<file path="src/rtl/uart_rx.sv">
// ----------------------------------------------------------------------------
// uart_rx -- asynchronous serial receiver (8N1, or 8E1 with UART_RX_PARITY_EN)
//
// Recovers bytes from an idle-high serial line and presents them on a
// valid/ready output port. The line is synchronized, a falling edge starts a
// frame, and each bit is sampled near its centre using a down-counting timer.
//
// Optional feature macro: UART_RX_PARITY_EN
//   defined   -> 8E1 frames, an extra PARITY state checks even parity
//   undefined -> 8N1 frames, no parity logic
//
// Ports:
//   clk        in   1  system clock, rising edge
//   rstn       in   1  asynchronous active-low reset
//   rx         in   1  serial line, idle high, asynchronous to clk
//   data       out  8  received byte, stable while valid=1
//   valid      out  1  data holds an unconsumed byte
//   ready      in   1  consumer accepts data when valid & ready
//   frame_err  out  1  one-cycle pulse: bad stop bit (or bad parity)
//   overrun    out  1  one-cycle pulse: byte committed while valid & !ready
// ----------------------------------------------------------------------------
module uart_rx #(
    parameter int CLK_FREQ = 12_000_000,
    parameter int BAUD     = 115200,
    parameter int DIVISOR  = CLK_FREQ / BAUD,
    parameter int HALF     = DIVISOR / 2
) (
    input  logic       clk,
    input  logic       rstn,
    input  logic       rx,
    output logic [7:0] data,
    output logic       valid,
    input  logic       ready,
    output logic       frame_err,
    output logic       overrun
);

    localparam int              TW          = (DIVISOR > 2) ? $clog2(DIVISOR) : 1;
    localparam logic [TW-1:0]   DIV_RELOAD  = TW'(DIVISOR - 1);
    localparam logic [TW-1:0]   HALF_RELOAD = TW'(HALF - 1);
    localparam logic [TW-1:0]   TIMER_ZERO  = TW'(0);
    localparam logic [TW-1:0]   TIMER_ONE   = TW'(1);

    typedef enum logic [2:0] {
        ST_IDLE   = 3'd0,
        ST_START  = 3'd1,
        ST_DATA   = 3'd2,
`ifdef UART_RX_PARITY_EN
        ST_PARITY = 3'd4,
`endif
        ST_STOP   = 3'd3
    } state_t;

`ifdef UART_RX_PARITY_EN
    // Even parity: XOR over data and parity bit must be zero.
    function automatic logic parity_ok(input logic [7:0] d, input logic p);
        return (^{d, p}) == 1'b0;
    endfunction
`endif

    logic          rx_meta_r;
    logic          rx_sync_r;   // synchronized line (rx_s)
    logic          rx_d_r;      // rx_sync_r delayed one cycle (rx_d)
    state_t        state_r;
    logic [TW-1:0] timer_r;
    logic [2:0]    bit_cnt_r;
    logic [7:0]    shift_r;
`ifdef UART_RX_PARITY_EN
    logic          parity_r;
`endif
    logic          timer_done_s;
    logic          frame_good_s;

    // Two-flop synchronizer plus one delay stage for start-edge detection.
    always_ff @(posedge clk or negedge rstn) begin
        if (!rstn) begin
            rx_meta_r <= 1'b1;
            rx_sync_r <= 1'b1;
            rx_d_r    <= 1'b1;
        end else begin
            rx_meta_r <= rx;
            rx_sync_r <= rx_meta_r;
            rx_d_r    <= rx_sync_r;
        end
    end

    // Timer expiry and stop-sample frame acceptance.
    always_comb begin
        timer_done_s = (timer_r == TIMER_ZERO);
`ifdef UART_RX_PARITY_EN
        frame_good_s = rx_sync_r & parity_ok(shift_r, parity_r);
`else
        frame_good_s = rx_sync_r;
`endif
    end

    // Receive FSM, shift register and registered output port.
    always_ff @(posedge clk or negedge rstn) begin
        if (!rstn) begin
            state_r   <= ST_IDLE;
            timer_r   <= TIMER_ZERO;
            bit_cnt_r <= 3'd0;
            shift_r   <= 8'h00;
`ifdef UART_RX_PARITY_EN
            parity_r  <= 1'b0;
`endif
            data      <= 8'h00;
            valid     <= 1'b0;
            frame_err <= 1'b0;
            overrun   <= 1'b0;
        end else begin
            frame_err <= 1'b0;
            overrun   <= 1'b0;
            // Consumption; a commit in the same cycle overrides this below.
            if (valid && ready) begin
                valid <= 1'b0;
            end
            case (state_r)
                ST_IDLE: begin
                    // Requiring rx_d high means a held-low line (break) must
                    // return high before the next frame can start.
                    if (rx_d_r && !rx_sync_r) begin
                        state_r <= ST_START;
                        timer_r <= HALF_RELOAD;
                    end
                end
                ST_START: begin
                    if (timer_done_s) begin
                        if (!rx_sync_r) begin
                            state_r   <= ST_DATA;
                            timer_r   <= DIV_RELOAD;
                            bit_cnt_r <= 3'd0;
                        end else begin
                            // Start bit not held: treat the edge as a glitch.
                            state_r <= ST_IDLE;
                            timer_r <= TIMER_ZERO;
                        end
                    end else begin
                        timer_r <= timer_r - TIMER_ONE;
                    end
                end
                ST_DATA: begin
                    if (timer_done_s) begin
                        shift_r <= {rx_sync_r, shift_r[7:1]};
                        timer_r <= DIV_RELOAD;
                        if (bit_cnt_r == 3'd7) begin
`ifdef UART_RX_PARITY_EN
                            state_r <= ST_PARITY;
`else
                            state_r <= ST_STOP;
`endif
                        end else begin
                            bit_cnt_r <= bit_cnt_r + 3'd1;
                        end
                    end else begin
                        timer_r <= timer_r - TIMER_ONE;
                    end
                end
`ifdef UART_RX_PARITY_EN
                ST_PARITY: begin
                    if (timer_done_s) begin
                        parity_r <= rx_sync_r;
                        timer_r  <= DIV_RELOAD;
                        state_r  <= ST_STOP;
                    end else begin
                        timer_r <= timer_r - TIMER_ONE;
                    end
                end
`endif
                ST_STOP: begin
                    if (timer_done_s) begin
                        // Return to IDLE mid-stop-bit so back-to-back frames fit.
                        state_r <= ST_IDLE;
                        timer_r <= TIMER_ZERO;
                        if (frame_good_s) begin
                            data    <= shift_r;
                            valid   <= 1'b1;
                            overrun <= valid & ~ready;
                        end else begin
                            frame_err <= 1'b1;
                        end
                    end else begin
                        timer_r <= timer_r - TIMER_ONE;
                    end
                end
                default: begin
                    state_r <= ST_IDLE;
                    timer_r <= TIMER_ZERO;
                end
            endcase
        end
    end

endmodule

</file>
<file path="config.mk">
export PLATFORM = sky130hd
export DESIGN_NAME = uart_rx
export DESIGN_NICKNAME = d
export VERILOG_FILES = /design/src/rtl/uart_rx.sv
export SDC_FILE = /design/constraint.sdc
export NUM_CORES = 1
export LEC_CHECK = 0
export CORE_UTILIZATION = 40
export CTS_CLUSTER_SIZE = 28
export DETAILED_ROUTE_END_ITERATION = 8
export PLACE_DENSITY = 0.57
export SETUP_SLACK_MARGIN = 0.5
export SYNTH_ARGS = -nofsm -noshare
export SYNTH_HDL_FRONTEND = slang
export SYNTH_SLANG_ARGS = --single-unit
</file>
<file path="constraint.sdc">
create_clock -name clk -period 3.7 [get_ports clk]
set_clock_uncertainty 0.15 [all_clocks]
set_input_delay 0.555 -clock clk [delete_from_list [all_inputs] [get_ports clk]]
set_output_delay 0.555 -clock clk [all_outputs]
set_load 0.1 [all_outputs]
</file>
==> flow_metrics.tcl, run 1 <==
set metrics [dict create \
    coreArea_um2 3744 \
    grt_usage_pct 15.30 \
    wl_mm 2.787 \
    start_util_pct 42.81 \
    grt_max_degree 35 \
    grt_pass1_wl_mm 4.774 \
    total_power_w 0.001086 \
    syn_inst 129 \
    critPathRequiredTime_ns 2.99 \
    synthArstFlopShare_pct 100.0 \
    drcViolationCount 0 \
    synth_area_leaders "dfrtp_1, mux2_4, mux2_2" \
    grt_overflow_total 0 \
    worst_slew_pin_slew_ns 0.9749 \
    die_h_um 65.30 \
    grt_pass1_vias 1039 \
    clock_latency_ns 0.28 \
    area_growth_pct 16.16 \
    ctsResizeCount 0 \
    yosysSeqAreaShare_pct 53.32 \
    drive_above_1_share_pct 25.00 \
    antenna_cells 0 \
    syn_area_per_cell_um2 12.42 \
    port_buffers 14 \
    final_antenna_net_count 0 \
    ir_drop_mv 0.2984 \
    powerDensity_nw_per_um2 583.2 \
    power.leakage_nw 0.8491 \
    fin_nets 154 \
    dieArea_um2 4264 \
    final_common_cell "dfrtp_1" \
    cap_violations 0 \
    finalSetupViolCount 0 \
    syn_area_um2 1603 \
    cts_buffers 5 \
    cts_sinks 34 \
    stdcell_count 196 \
    synth-edff-count 0 \
    min_period_ns 2.492 \
    synth_top_area_share_pct 48.40 \
    synth_seq_cells 34 \
    endpoint_kind "output port" \
    postCtsSetupBuffers 0 \
    crit_chain "clkdlybuf4s50_1" \
    worstSetupStartpointType "register" \
    critPathTopFamily "buffers and inverters" \
    yosysWarnings 0 \
    yosysUniqueCellTypes 41 \
    dp_hpwl_mm 1.903 \
    final_util_pct 49.73 \
    cts-root-buf "clkbuf_8" \
    crit_arrival_ns 1.79 \
    cp.buffers_inverters 1 \
    ys.flop_type "dfrtp_1" \
    slowest_delay_ns 1.14 \
    firstDrtPassIters 4 \
    fmax_mhz 401.3 \
    fp-row-count 22 \
    crit_path_top_delay_cell "clkdlybuf4s50_1" \
    ctsHtreeMaxLevel 2 \
    dieWidth_um 65.30 \
    rsz0062_at_grt "false" \
    cts_tree "done" \
    wl_per_cell_um 14.22 \
    gp_congestion 0.8246 \
    path_clk_slew_ns 0.07 \
    multi_input_area_um2 705.7 \
    max_slew_margin_pct 34.80 \
    yosysTopAreaCell "dfrtp_1" \
    antenna_found_initial 0 \
    drt_iter0_drc 39 \
    vias 1040 \
    min_period_over_period_pct 67.35 \
    slew_violations 0 \
    critical_path.max_fanout 2 \
    n_fill_cell 359 \
    setup_tns_ns 0 \
    seq_area_um2 854.6 \
    clock_path_buffers 2 \
    status "finished clean" \
    mostFrequentLayoutCells "dfrtp_1, clkdlybuf4s50_1, nor2_1" \
    setup.worst_path.class "register to output port" \
    finalHoldViolCount 0 \
    placed_cells 188 \
    ios 15 \
    holdCritPathClass "register to register" \
    syn-num-nets 136 \
    holdBufCountCts 0 \
    post_drt_via_cell_ratio 5.306 \
]
==> worst paths after layout <==
| kind | from | end | slack (ns) | cells past startpoint |
|---|---|---|---|---|
| worst max-delay path | data[5] | data[5] | 1.21 | 1 |
| worst min-delay path | rx_meta_r | frame_good_s | 0.21 | 0 |
| worst max register to register | timer_r[0] | data[1] | 1.52 | 6 |
| worst min register to register | rx_meta_r | frame_good_s | 0.21 | 0 |
| max in group asynchronous | rstn | rx_d_r | 2.53 | 2 |
| min in group asynchronous | rstn | data[3] | 0.53 | 2 |
==> state kept, by name, indices dropped and copies added, names as in the netlist <==
signal,cells
state_r,2
frame_err,1
data,8
rx_meta_r,1
bit_cnt_r,3
timer_r,7
shift_r,8
frame_good_s,1
valid,1
overrun,1
rx_d_r,1
==> power breakdown <==
group          internal (W)  leakage [nW]  switching, W
Combinational      0.000157         0.358      0.000144
Sequential         0.000427         0.446      0.000102
Clock              0.000130        0.0450      0.000125
==> layout make-up <==
type / instances / share of cell area [%]
well taps: 48 / 3.226
repair buffers: 15 / 7.930
flip-flops and latches: 34 / 45.90
clock inverters: 2 / 0.5376
clock buffers: 6 / 3.898
inverters: 3 / 0.6048
multi-input cells: 88 / 37.90
==> per-stage QoR <==
| step | hold slack [ns] | area (um^2) | setup slack (ns) |
|---|---|---|---|
| floorplan | 0.1094 | 1603 | 1.652 |
| global placement | 0.1969 | 1779 | 1.519 |
| detailed placement | 0.1990 | 1779 | 1.518 |
| CTS | 0.2086 | 1862 | 1.188 |
| global route | 0.2141 | 1862 | 1.165 |
| finish | 0.2065 | 1862 | 1.208 |
==> per-layer routing <==
metal | up-vias | part of all wire (%) | wire length (um) | track usage [%]
li1 | 504 | - | - | -
met1 | 511 | 48 | 1349 | 18.99
met2 | 21 | 46 | 1295 | 23.71
met3 | 4 | 3.8 | 107 | 5.382
met4 | 0 | 1.2 | 34 | 7.065
met5 | - | 0 | 0 | 0
==> kinds of logic after synthesis <==
logic type / share of synthesized area, %
AND/OR/NAND/NOR: 16.86
flip-flops: 53.32
AO/OA/AOI/OAI: 11.01
multiplexers: 13.82
buffers and inverters: 2.654
adder cells (fa/ha/maj): 2.342
==> synthesized netlist by cell type (5+ instances only) <==
library cell / count
nor2_1: 13
nand2_1: 6
mux2_2: 9
mux2_4: 8
dfrtp_1: 31
o21ai_0: 5
(Power assumes the default switching activity.)
==> run 2: changes to the inputs <==
--- a/config.mk
+++ b/config.mk
@@ -8,7 +8,7 @@
 export CORE_UTILIZATION = 40
 export CTS_CLUSTER_SIZE = 28
 export DETAILED_ROUTE_END_ITERATION = 8
-export PLACE_DENSITY = 0.57
+export PLACE_DENSITY = 0.59
 export SETUP_SLACK_MARGIN = 0.5
 export SYNTH_ARGS = -nofsm -noshare
 export SYNTH_HDL_FRONTEND = slang
==> constraint.sdc (replaced) <==
create_clock -name clk -period 2.15 [get_ports clk]
set_clock_uncertainty 0.15 [all_clocks]
set_input_delay 0.3225 -clock clk [delete_from_list [all_inputs] [get_ports clk]]
set_output_delay 0.3225 -clock clk [all_outputs]
set_load 0.1 [all_outputs]
==> run 2 against run 1 <==
Net effect: final area rose by 11%; via count rose by 5.5%; clock power increased to 2.7 times the previous value; first-iteration DRC count up 44%; register-to-register slack lost 1.2 ns; setup slack worse by 0.93 ns; sequential cell count unchanged.
==> flow_metrics.tcl, run 2 (same netlist as run 1, synthesis figures left out) <==
set metrics [dict create \
    power.leakage_nw 0.9763 \
    grt_usage_pct 16.79 \
    holdCritStartpoint "rx_meta_r" \
    endpoint_kind "register" \
    area_growth_pct 29.20 \
    final_antenna_net_count 0 \
    dp_hpwl_mm 2.002 \
    timing.final.ws_setup_ns 0.2761 \
    drive_above_1_share_pct 45.96 \
    ios 15 \
    port_buffers 14 \
    ctsHtreeMaxLevel 2 \
    setup_tns_ns 0 \
    p_sw_share_pct 32.35 \
    final_common_cell "dfrtp_1" \
    drcViolationCount 0 \
    ir_drop_mv 0.5971 \
    grt_pass1_vias 1089 \
    reg2reg_from "timer_r[0]" \
    worst_slew_pin_slew_ns 0.4967 \
    crit_path_frequent_cell "and3_4" \
    slew_violations 0 \
    r2r_slack_ns 0.28 \
    crit_chain "inv_2 -> ha_4 -> nor3b_4 -> and3_4 -> and3_4 -> mux2_4" \
    cp.buffers_inverters 1 \
    p_clk_share_pct 29.4 \
    hold_depth 0 \
    fp-row-count 22 \
    clock_path_buffers 2 \
    grt_pass1_wl_mm 5.216 \
    wl_mm 3.124 \
    r2r-end "data[0]" \
    crit_arrival_ns 1.90 \
    grt_max_degree 35 \
    rsz0062_at_grt "true" \
    ff2ff_path_depth 6 \
    clock_latency_ns 0.28 \
    dieWidth_um 65.30 \
    critPathRequiredTime_ns 2.18 \
    min_period_over_period_pct 87.16 \
    total_power_w 0.002395 \
    critical_path.max_fanout 8 \
    placed_cells 191 \
    p_comb_share_pct 33.4 \
    place_area_um2 1792 \
    grt_overflow_total 0 \
    drt_iter0_drc 56 \
    firstDrtPassIters 4 \
    mostFrequentLayoutCells "dfrtp_1, buf_4, nor2_1" \
    multi_input_area_um2 790.8 \
    critPathTopFamily "simple AND/OR/NAND/NOR gates" \
    finalSetupViolCount 0 \
    cts_sinks 34 \
    holdCritPathClass "register to register" \
    crit_path_top_delay_cell "dfrtp_1" \
    wl_per_cell_um 14.95 \
    holdPathEnd "frame_good_s" \
    fin_area_um2 2071 \
    fin_nets 167 \
    slowest_delay_ns 0.39 \
    coreArea_um2 3744 \
    setup.worst_path.class "register to register" \
    cts-root-buf "clkbuf_8" \
    reg_top3 "data x8, shift_r x8, timer_r x7" \
    gp_congestion 0.8239 \
    pre_cts_slack_ns 0.1818 \
    max_slew_margin_pct 66.82 \
    start_util_pct 42.81 \
    min_period_ns 1.874 \
    vias 1097 \
    die_h_um 65.30 \
    fmax_mhz 533.7 \
    stdcell_count 209 \
    finalHoldViolCount 0 \
    cts_buffers 5 \
    cap_violations 0 \
    sequentialPowerShare_pct 37.2 \
    dieArea_um2 4264 \
    path_clk_slew_ns 0.07 \
    seq_area_um2 857.1 \
    cts_tree "done" \
    antenna_found_initial 0 \
    antenna_cells 0 \
    worstSetupStartpointType "register" \
    n_fill_cell 345 \
    powerDensity_nw_per_um2 1156 \
    p_sw_w 0.0007748 \
    status "finished clean" \
    p_int_w 0.001620 \
    post_drt_via_cell_ratio 5.249 \
]
## run 2: cell count changes in the layout (fill, tap and decap cells not counted), sizes merged
cell,delta
clkinv,-1
buf,+23
nand3,+1
clkbuf,-1
bufinv,+2
clkdlybuf4s50,-11
## run 2: per-layer routing
layer | vias up | global-route usage, % | part of all wire [%]
met3 | 5 | 4.340 | 3.6
met2 | 20 | 25.39 | 47
met1 | 541 | 22.64 | 48
met5 | - | 0 | 0
li1 | 531 | - | -
met4 | 0 | 7.337 | 1.5
## run 2: area by class of cell
type	instances	area share, %
Sequential cell	34	41.39
Multi-Input combinational cell	89	38.19
Timing Repair Buffer	27	10.33
Clock buffer	5	3.323
Clock inverter	3	3.323
Tap cell	48	2.900
Inverter	3	0.5438
## run 2: through the flow
stage | hold slack [ns] | util, %
finish | 0.2076 | 55.31
global route | 0.2152 | 55.31
CTS | 0.2096 | 53.81
detailed placement | 0.1985 | 47.86
global placement | 0.2015 | 47.86
floorplan | -0.1231 | -
## run 2: timing repair
action	CTS	global route
cloned	1	0
endpoints found under the setup margin	25	28
setup buffers	6	3
pin swaps	5	5
hold buffers	0	0
gates resized for setup	9	8
## run 2: worst max-delay path by stage
| stage | from | to | slack (ns) | cells past startpoint |
|---|---|---|---|---|
| 3_3_place_gp | timer_r[0] | data[3] | 0.21 | 6 |
| 4_1_cts | timer_r[0] | data[0] | 0.28 | 6 |
| 3_5_place_dp | timer_r[0] | data[0] | 0.18 | 6 |
| 5_1_grt | timer_r[1] | data[7] | 0.20 | 6 |
| 2_1_floorplan | timer_r[0] | data[0] | 0.19 | 7 |
| 6_report | timer_r[0] | data[0] | 0.28 | 6 |
## run 2: power groups by stage
stage	Clock, W	Sequential (W)	Combinational (W)
2_1_floorplan	0	0.000862	0.000495
3_3_place_gp	0	0.000897	0.000596
3_5_place_dp	0	0.000900	0.000621
4_1_cts	0.000721	0.000882	0.000728
5_1_grt	0.000751	0.000907	0.000891
6_report	0.000703	0.000891	0.000801
